===== src/rtl/netrec_pkg.sv =====
// rtl/netrec_pkg.sv - shared types, header field layout and pin-count limits for the netlist record decoder.
package netrec_pkg;

  typedef enum logic [1:0] {
    ST_HDR  = 2'd0,
    ST_PIN  = 2'd1,
    ST_EMIT = 2'd2
  } state_t;

  localparam logic [2:0] MIN_PINS = 3'd2;
  localparam logic [2:0] MAX_PINS = 3'd4;

  localparam int HDR_TYPE_LSB = 3;
  localparam int HDR_TYPE_W   = 5;
  localparam int HDR_CNT_LSB  = 0;
  localparam int HDR_CNT_W    = 3;

  function automatic logic pin_cnt_ok(input logic [HDR_CNT_W-1:0] cnt);
    return (cnt >= MIN_PINS) && (cnt <= MAX_PINS);
  endfunction

endpackage


===== src/rtl/netrec_fanout_table.sv =====
// rtl/netrec_fanout_table.sv - per-net saturating pin-count table, bumped once per emitted record.
module netrec_fanout_table
  import netrec_pkg::*;
#(
  parameter int NET_W    = 8,
  parameter int NUM_NETS = 30,
  parameter int FAN_W    = 4
) (
  input  logic                clk,
  input  logic                rst_n,
  input  logic                clr,
  input  logic                upd,
  input  logic [4*NET_W-1:0]  nets,
  input  logic [2:0]          pin_cnt,
  input  logic [NET_W-1:0]    rd_addr,
  output logic [FAN_W-1:0]    rd_data
);

  localparam int SUM_W = FAN_W + 3;
  localparam logic [SUM_W-1:0] SAT = SUM_W'((1 << FAN_W) - 1);

  logic [FAN_W-1:0] tbl      [NUM_NETS];
  logic [FAN_W-1:0] tbl_next [NUM_NETS];

  // A net listed on several pins of one record collects one hit per pin.
  always_comb begin
    logic [SUM_W-1:0] sum;
    for (int i = 0; i < NUM_NETS; i++) begin
      sum = SUM_W'(tbl[i]);
      for (int k = 0; k < int'(MAX_PINS); k++) begin
        if ((3'(k) < pin_cnt) && (nets[k*NET_W +: NET_W] == NET_W'(i))) begin
          sum = sum + SUM_W'(1);
        end
      end
      tbl_next[i] = (sum > SAT) ? SAT[FAN_W-1:0] : sum[FAN_W-1:0];
    end
  end

  always_ff @(posedge clk or negedge rst_n) begin
    if (!rst_n) begin
      for (int i = 0; i < NUM_NETS; i++) tbl[i] <= '0;
    end else if (clr) begin
      for (int i = 0; i < NUM_NETS; i++) tbl[i] <= '0;
    end else if (upd) begin
      for (int i = 0; i < NUM_NETS; i++) tbl[i] <= tbl_next[i];
    end
  end

  // Addresses past the table fall through to zero.
  always_comb begin
    rd_data = '0;
    for (int i = 0; i < NUM_NETS; i++) begin
      if (rd_addr == NET_W'(i)) rd_data = tbl[i];
    end
  end

endmodule


===== src/rtl/netlist_record_decoder.sv =====
// rtl/netlist_record_decoder.sv - parses header + 2..4 net-ID bytes into range-checked instance records.
// Optional per-net fanout table enabled by NETREC_FANOUT_EN.
module netlist_record_decoder
  import netrec_pkg::*;
#(
  parameter int NET_W    = 8,
  parameter int NUM_NETS = 30,
  parameter int INST_W   = 8,
  parameter int FAN_W    = 4
) (
  input  logic                clk,
  input  logic                rst_n,
  input  logic                in_valid,
  output logic                in_ready,
  input  logic [7:0]          in_data,
  output logic                out_valid,
  input  logic                out_ready,
  output logic [INST_W-1:0]   out_inst_idx,
  output logic [4:0]          out_cell_type,
  output logic [2:0]          out_pin_cnt,
  output logic [4*NET_W-1:0]  out_nets,
  output logic                err_pin_cnt,
  output logic                err_net_range,
  output logic [7:0]          err_cnt
`ifdef NETREC_FANOUT_EN
  ,
  input  logic [NET_W-1:0]    fanout_rd_addr,
  output logic [FAN_W-1:0]    fanout_rd_data,
  input  logic                fanout_clr
`endif
);

  localparam logic [8:0] NUM_NETS_L = 9'(NUM_NETS);

  state_t                  state;
  logic [HDR_TYPE_W-1:0]   cell_type;
  logic [HDR_CNT_W-1:0]    pin_cnt;
  logic [4*NET_W-1:0]      nets;
  logic [1:0]              pin_ptr;
  logic                    range_flag;

  logic                    in_xfer;
  logic [HDR_CNT_W-1:0]    hdr_cnt;
  logic                    byte_bad;
  logic                    last_pin;
  logic                    hdr_bad;
  logic                    rng_bad;

  assign in_ready = (state != ST_EMIT);
  assign in_xfer  = in_valid && in_ready;
  assign hdr_cnt  = in_data[HDR_CNT_LSB +: HDR_CNT_W];
  assign byte_bad = ({1'b0, in_data} >= NUM_NETS_L);
  assign last_pin = ({1'b0, pin_ptr} == (pin_cnt - 3'd1));
  assign hdr_bad  = (state == ST_HDR) && in_xfer && !pin_cnt_ok(hdr_cnt);
  assign rng_bad  = (state == ST_PIN) && in_xfer && last_pin && (range_flag || byte_bad);

  assign out_cell_type = cell_type;
  assign out_pin_cnt   = pin_cnt;
  assign out_nets      = nets;

  always_ff @(posedge clk or negedge rst_n) begin
    if (!rst_n) begin
      state         <= ST_HDR;
      cell_type     <= '0;
      pin_cnt       <= '0;
      nets          <= '0;
      pin_ptr       <= '0;
      range_flag    <= 1'b0;
      out_valid     <= 1'b0;
      out_inst_idx  <= '0;
      err_pin_cnt   <= 1'b0;
      err_net_range <= 1'b0;
      err_cnt       <= '0;
    end else begin
      err_pin_cnt   <= hdr_bad;
      err_net_range <= rng_bad;
      if ((hdr_bad || rng_bad) && (err_cnt != 8'hFF)) begin
        err_cnt <= err_cnt + 8'd1;
      end

      case (state)
        ST_HDR: begin
          if (in_xfer && pin_cnt_ok(hdr_cnt)) begin
            cell_type  <= in_data[HDR_TYPE_LSB +: HDR_TYPE_W];
            pin_cnt    <= hdr_cnt;
            nets       <= '0;
            pin_ptr    <= '0;
            range_flag <= 1'b0;
            state      <= ST_PIN;
          end
        end

        ST_PIN: begin
          if (in_xfer) begin
            nets[int'(pin_ptr)*NET_W +: NET_W] <= in_data[NET_W-1:0];
            pin_ptr    <= pin_ptr + 2'd1;
            range_flag <= range_flag || byte_bad;
            // The range verdict must include the byte arriving on this cycle.
            if (last_pin) begin
              if (range_flag || byte_bad) begin
                state <= ST_HDR;
              end else begin
                state     <= ST_EMIT;
                out_valid <= 1'b1;
              end
            end
          end
        end

        ST_EMIT: begin
          if (out_ready) begin
            out_valid    <= 1'b0;
            out_inst_idx <= out_inst_idx + INST_W'(1);
            state        <= ST_HDR;
          end
        end

        default: begin
          state     <= ST_HDR;
          out_valid <= 1'b0;
        end
      endcase
    end
  end

`ifdef NETREC_FANOUT_EN
  netrec_fanout_table #(
    .NET_W    (NET_W),
    .NUM_NETS (NUM_NETS),
    .FAN_W    (FAN_W)
  ) u_fanout (
    .clk     (clk),
    .rst_n   (rst_n),
    .clr     (fanout_clr),
    .upd     ((state == ST_EMIT) && out_ready),
    .nets    (nets),
    .pin_cnt (pin_cnt),
    .rd_addr (fanout_rd_addr),
    .rd_data (fanout_rd_data)
  );
`else
  // FAN_W only sizes the fanout table; nothing to build without it.
  if (FAN_W < 1) begin : g_fan_w_unused
  end
`endif

endmodule


===== config.mk =====
export PLATFORM = sky130hd
export DESIGN_NAME = netlist_record_decoder
export DESIGN_NICKNAME = d
export VERILOG_FILES = /design/src/rtl/netrec_pkg.sv /design/src/rtl/netrec_fanout_table.sv /design/src/rtl/netlist_record_decoder.sv
export SDC_FILE = /design/constraint.sdc
export NUM_CORES = 1
export LEC_CHECK = 0
export CAP_MARGIN = 10
export CORE_AREA = 10 10 97 99
export CTS_BUF_LIST = sky130_fd_sc_hd__clkbuf_8
export DETAILED_ROUTE_END_ITERATION = 10
export DIE_AREA = 0 0 107 109
export GPL_ROUTABILITY_DRIVEN = 0
export PLACE_DENSITY = 0.66
export SETUP_SLACK_MARGIN = 0.02
export SYNTH_ARGS = -nofsm -noshare
export SYNTH_HDL_FRONTEND = slang
export SYNTH_SLANG_ARGS = --single-unit
export TNS_END_PERCENT = 50

===== constraint.sdc =====
create_clock -name clk -period 2.6 [get_ports clk]
set_clock_uncertainty 0.1 [all_clocks]
set_input_delay 0.39 -clock clk [delete_from_list [all_inputs] [get_ports clk]]
set_output_delay 0.39 -clock clk [all_outputs]
set_load 0.05 [all_outputs]

==> impl_metrics.toml <==
[pwr]
leakage_uw = 0.00170
clock_power_share_pct = 19.7
switching_share_pct = 44.7
switchingPower_uw = 1950
p_int_uw = 2400
seq_power_share_pct = 33.4
p_comb_share_pct = 46.9
p_per_area_nw_per_um2 = 1090
ir_drop_uv = 695

[global_routing]
grt_first_pass_wirelength_mm = 12.3
first_global_vias = 2328
grt_start_max_net_pins = 65
gr-total-overflow = 0
grt_usage_pct = 13.5
antenna_found_initial = 0

[cts]
cts-resized-gates = 0
cts_buffer_depth = 2
cts_buffers = 9
cts.htree.levels = 3
path_clk_slew_ns = 0.07
clk_latency_ns = 0.34
ctsHoldBuffers = 0
cts_tree = "done"
root_buffer = "clkbuf_8"
cts_sinks = 64
cts_setup_buffers = 0

[setup_path]
crit_type = "flip-flop to primary output"
crit_path_end_kind = "primary output"
r2r-start = "out_pin_cnt[0]$_DFFE_PN0P_"
crit_slowest_cell = "clkdlybuf4s50_1"
cp.required_ns = 2.11
crit_fanout = 9
worst-path-buf-inv = 2
cp.arrival_ns = 1.87
startpoint_type = "flip-flop"
slowest_delay_ns = 0.81
crit_family = "buffers and inverters"
reg2reg_setup_slack_ns = 0.48
crit_cells = 3
rr_worst_depth = 7
startpoint = "state[0]$_DFFE_PN0P_"
r2r_end = "err_cnt[1]$_DFFE_PN0P_"
path_cells = "inv_1 > nand2_1 > clkdlybuf4s50_1"

[floorplanning]
coreArea_um2 = 7530
rows = 32
die_y_um = 109
initial_core_util_pct = 39.3
die-width_um = 107
io_pins = 72
dieArea_um2 = 11700

[run_status]
outcome = "finished, final reports clean"

[timing]
drv_slew = 0
finalCritPeriodShare_pct = 90.9
finalSetupViolCount = 0
hold_violations = 0
fmax_mhz = 423
rsz0062_at_grt = "no"
relSlewSlack_pct = 46.6
worst-slew-pin-transition_ns = 0.801
fin_crit_ns = 2.36

[logic_synthesis]
synth-seq-area-share_pct = 54.2
avgSynthCellArea_um2 = 10.4
synth_top_family_by_area = "simple AND/OR/NAND/NOR gates"
syn_inst = 285
synthSimpleGateAreaFrac_pct = 19.1
yosys.area_share.adder_pct = 2.96
muxShareOfSynthArea_pct = 4.53
yosysWarnings = 0
synthDistinctLibCells = 42
synth_compound_area_share_pct = 11.3
synth-xor-area-share_pct = 3.56
synth_nets = 304
synth.cell_area_um2 = 2960
ys_ff_latch = 64

[placement]
dp.cells = 461
placed_area_um2 = 3790
place_hpwl_mm = 5.49
portBuffers = 71

[routing]
remaining_drc_errors = 0
wl_per_cell_um = 15.6
vias = 2302
drt-initial-drc-count = 98
drtAntennaViolNets = 0
drt_wl_total_mm = 7.45
first_pass_iters = 4
vias_per_cell = 4.83

[layout]
instances_no_fill = 477
stdcell_area_um2 = 3990
finalCoreUtilization_pct = 53.0
diodes = 0
final_nets = 389
synthToLayoutAreaGrowth_pct = 35.1
drive_above_1_share_pct = 16.5

[job]
drv_cap = 0

[worst_hold_path]
hold_path.class = "primary input to asynchronous set/reset pin"
cells in the final DEF (no fill, tap or decap), types with 2 or more instances in the layout:
cell type	n
nand2_1	78
clkdlybuf4s50_1	70
dfrtp_1	64
o21ai_1	24
buf_4	14
o21ai_2	12
mux2_2	11
clkbuf_8	11
nor2_1	10
inv_1	9
nand3_1	7
ha_1	7
xor2_1	6
xnor2_1	6
a21oi_1	6
o21ai_0	5
nor4_1	3
nor3b_1	2
nor4_2	2
nand4_1	2
and2_1	2
and4_1	2
a31oi_1	2
nor3_1	2
clkinv_2	2
kinds of logic after synthesis:
kind of cell,Yosys count
and+or+nand+nor,120
DFF,64
AOI/OAI and AO/OA,52
buffers and inverters,18
xor gates and xnor gates,12
muxes,12
adders and majority gates,7
synthesized netlist by cell type, drive strengths merged:
| cell | number | area (um^2) |
|---|---|---|
| a21o | 1 | 7.51 |
| a21oi | 7 | 38.8 |
| a311oi | 1 | 26.3 |
| a31oi | 2 | 12.5 |
| and2 | 2 | 12.5 |
| and3 | 2 | 13.8 |
| and3b | 1 | 8.76 |
| and4 | 2 | 17.5 |
| buf | 8 | 72.6 |
| clkbuf | 2 | 17.5 |
| clkdlybuf4s18 | 1 | 10.0 |
| dfrtp | 64 | 1600 |
| ha | 7 | 87.6 |
| inv | 7 | 26.3 |
| mux2 | 11 | 124 |
| mux2i | 1 | 10.0 |
| nand2 | 79 | 299 |
| nand2b | 1 | 8.76 |
| nand3 | 7 | 35.0 |
| nand3b | 1 | 7.51 |
| nand4 | 2 | 12.5 |
| nand4b | 1 | 8.76 |
| nor2 | 10 | 37.5 |
| nor3 | 2 | 10.0 |
| nor3b | 2 | 15.0 |
| nor4 | 5 | 43.8 |
| nor4b | 1 | 15.0 |
| o21ai | 41 | 250 |
| or2b | 1 | 8.76 |
| or3b | 1 | 11.3 |
| xnor2 | 6 | 52.6 |
| xor2 | 6 | 52.6 |
state kept, by name, summed over array words and instances, names as in the netlist:
signal	flops
pin_ptr	2
err_net_range	1
state	2
range_flag	1
out_valid	1
out_pin_cnt	3
out_cell_type	5
err_cnt	8
out_inst_idx	8
out_nets	32
err_pin_cnt	1
routing by layer:
layer	routed length (um)	track usage, %	up-vias
li1	-	-	1141
met1	3200	16.5	1105
met2	3640	21.1	45
met3	454	4.31	11
met4	153	6.67	0
met5	0	0	-
worst max path at each step:
| stage | slack [ns] | to |
|---|---|---|
| global placement | -0.03 | out_nets[7]$_DFFE_PN0P_ |
| detailed placement | -0.04 | out_nets[19]$_DFFE_PN0P_ |
| finish | 0.24 | in_ready |
| global route | 0.13 | out_nets[9]$_DFFE_PN0P_ |
| floorplan | 0.1 | err_cnt[1]$_DFFE_PN0P_ |
| CTS | 0.21 | in_ready |
through the flow:
stage               hold WS (ns)  total power (uW)  TNS, ns  setup slack (ns)
floorplan               -0.00559              2890        0            0.0988
global placement           0.363              3500   -0.542           -0.0294
detailed placement         0.366              3520   -0.814           -0.0374
CTS                        0.148              4400        0             0.208
global route               0.188              4620        0             0.127
finish                     0.113              4350        0             0.237
final cells by class:
class                   instances  area (um^2)
clock buffers                  11          151
clock inverters                 5         47.5
fillers                       723         3530
inverters                       7         26.3
multi-input cells             203         1230
flip-flops and latches         64         1600
well taps                     102          128
repair buffers                 85          811
power groups by stage:
stage / clock network [uW] / registers, uW / logic (uW)
6_report: 858 / 1450 / 2040
5_1_grt: 930 / 1490 / 2200
4_1_cts: 878 / 1460 / 2070
3_5_place_dp: 0 / 1470 / 2060
3_3_place_gp: 0 / 1460 / 2040
2_1_floorplan: 0 / 2110 / 783
Power figures use the tool's default switching activity.
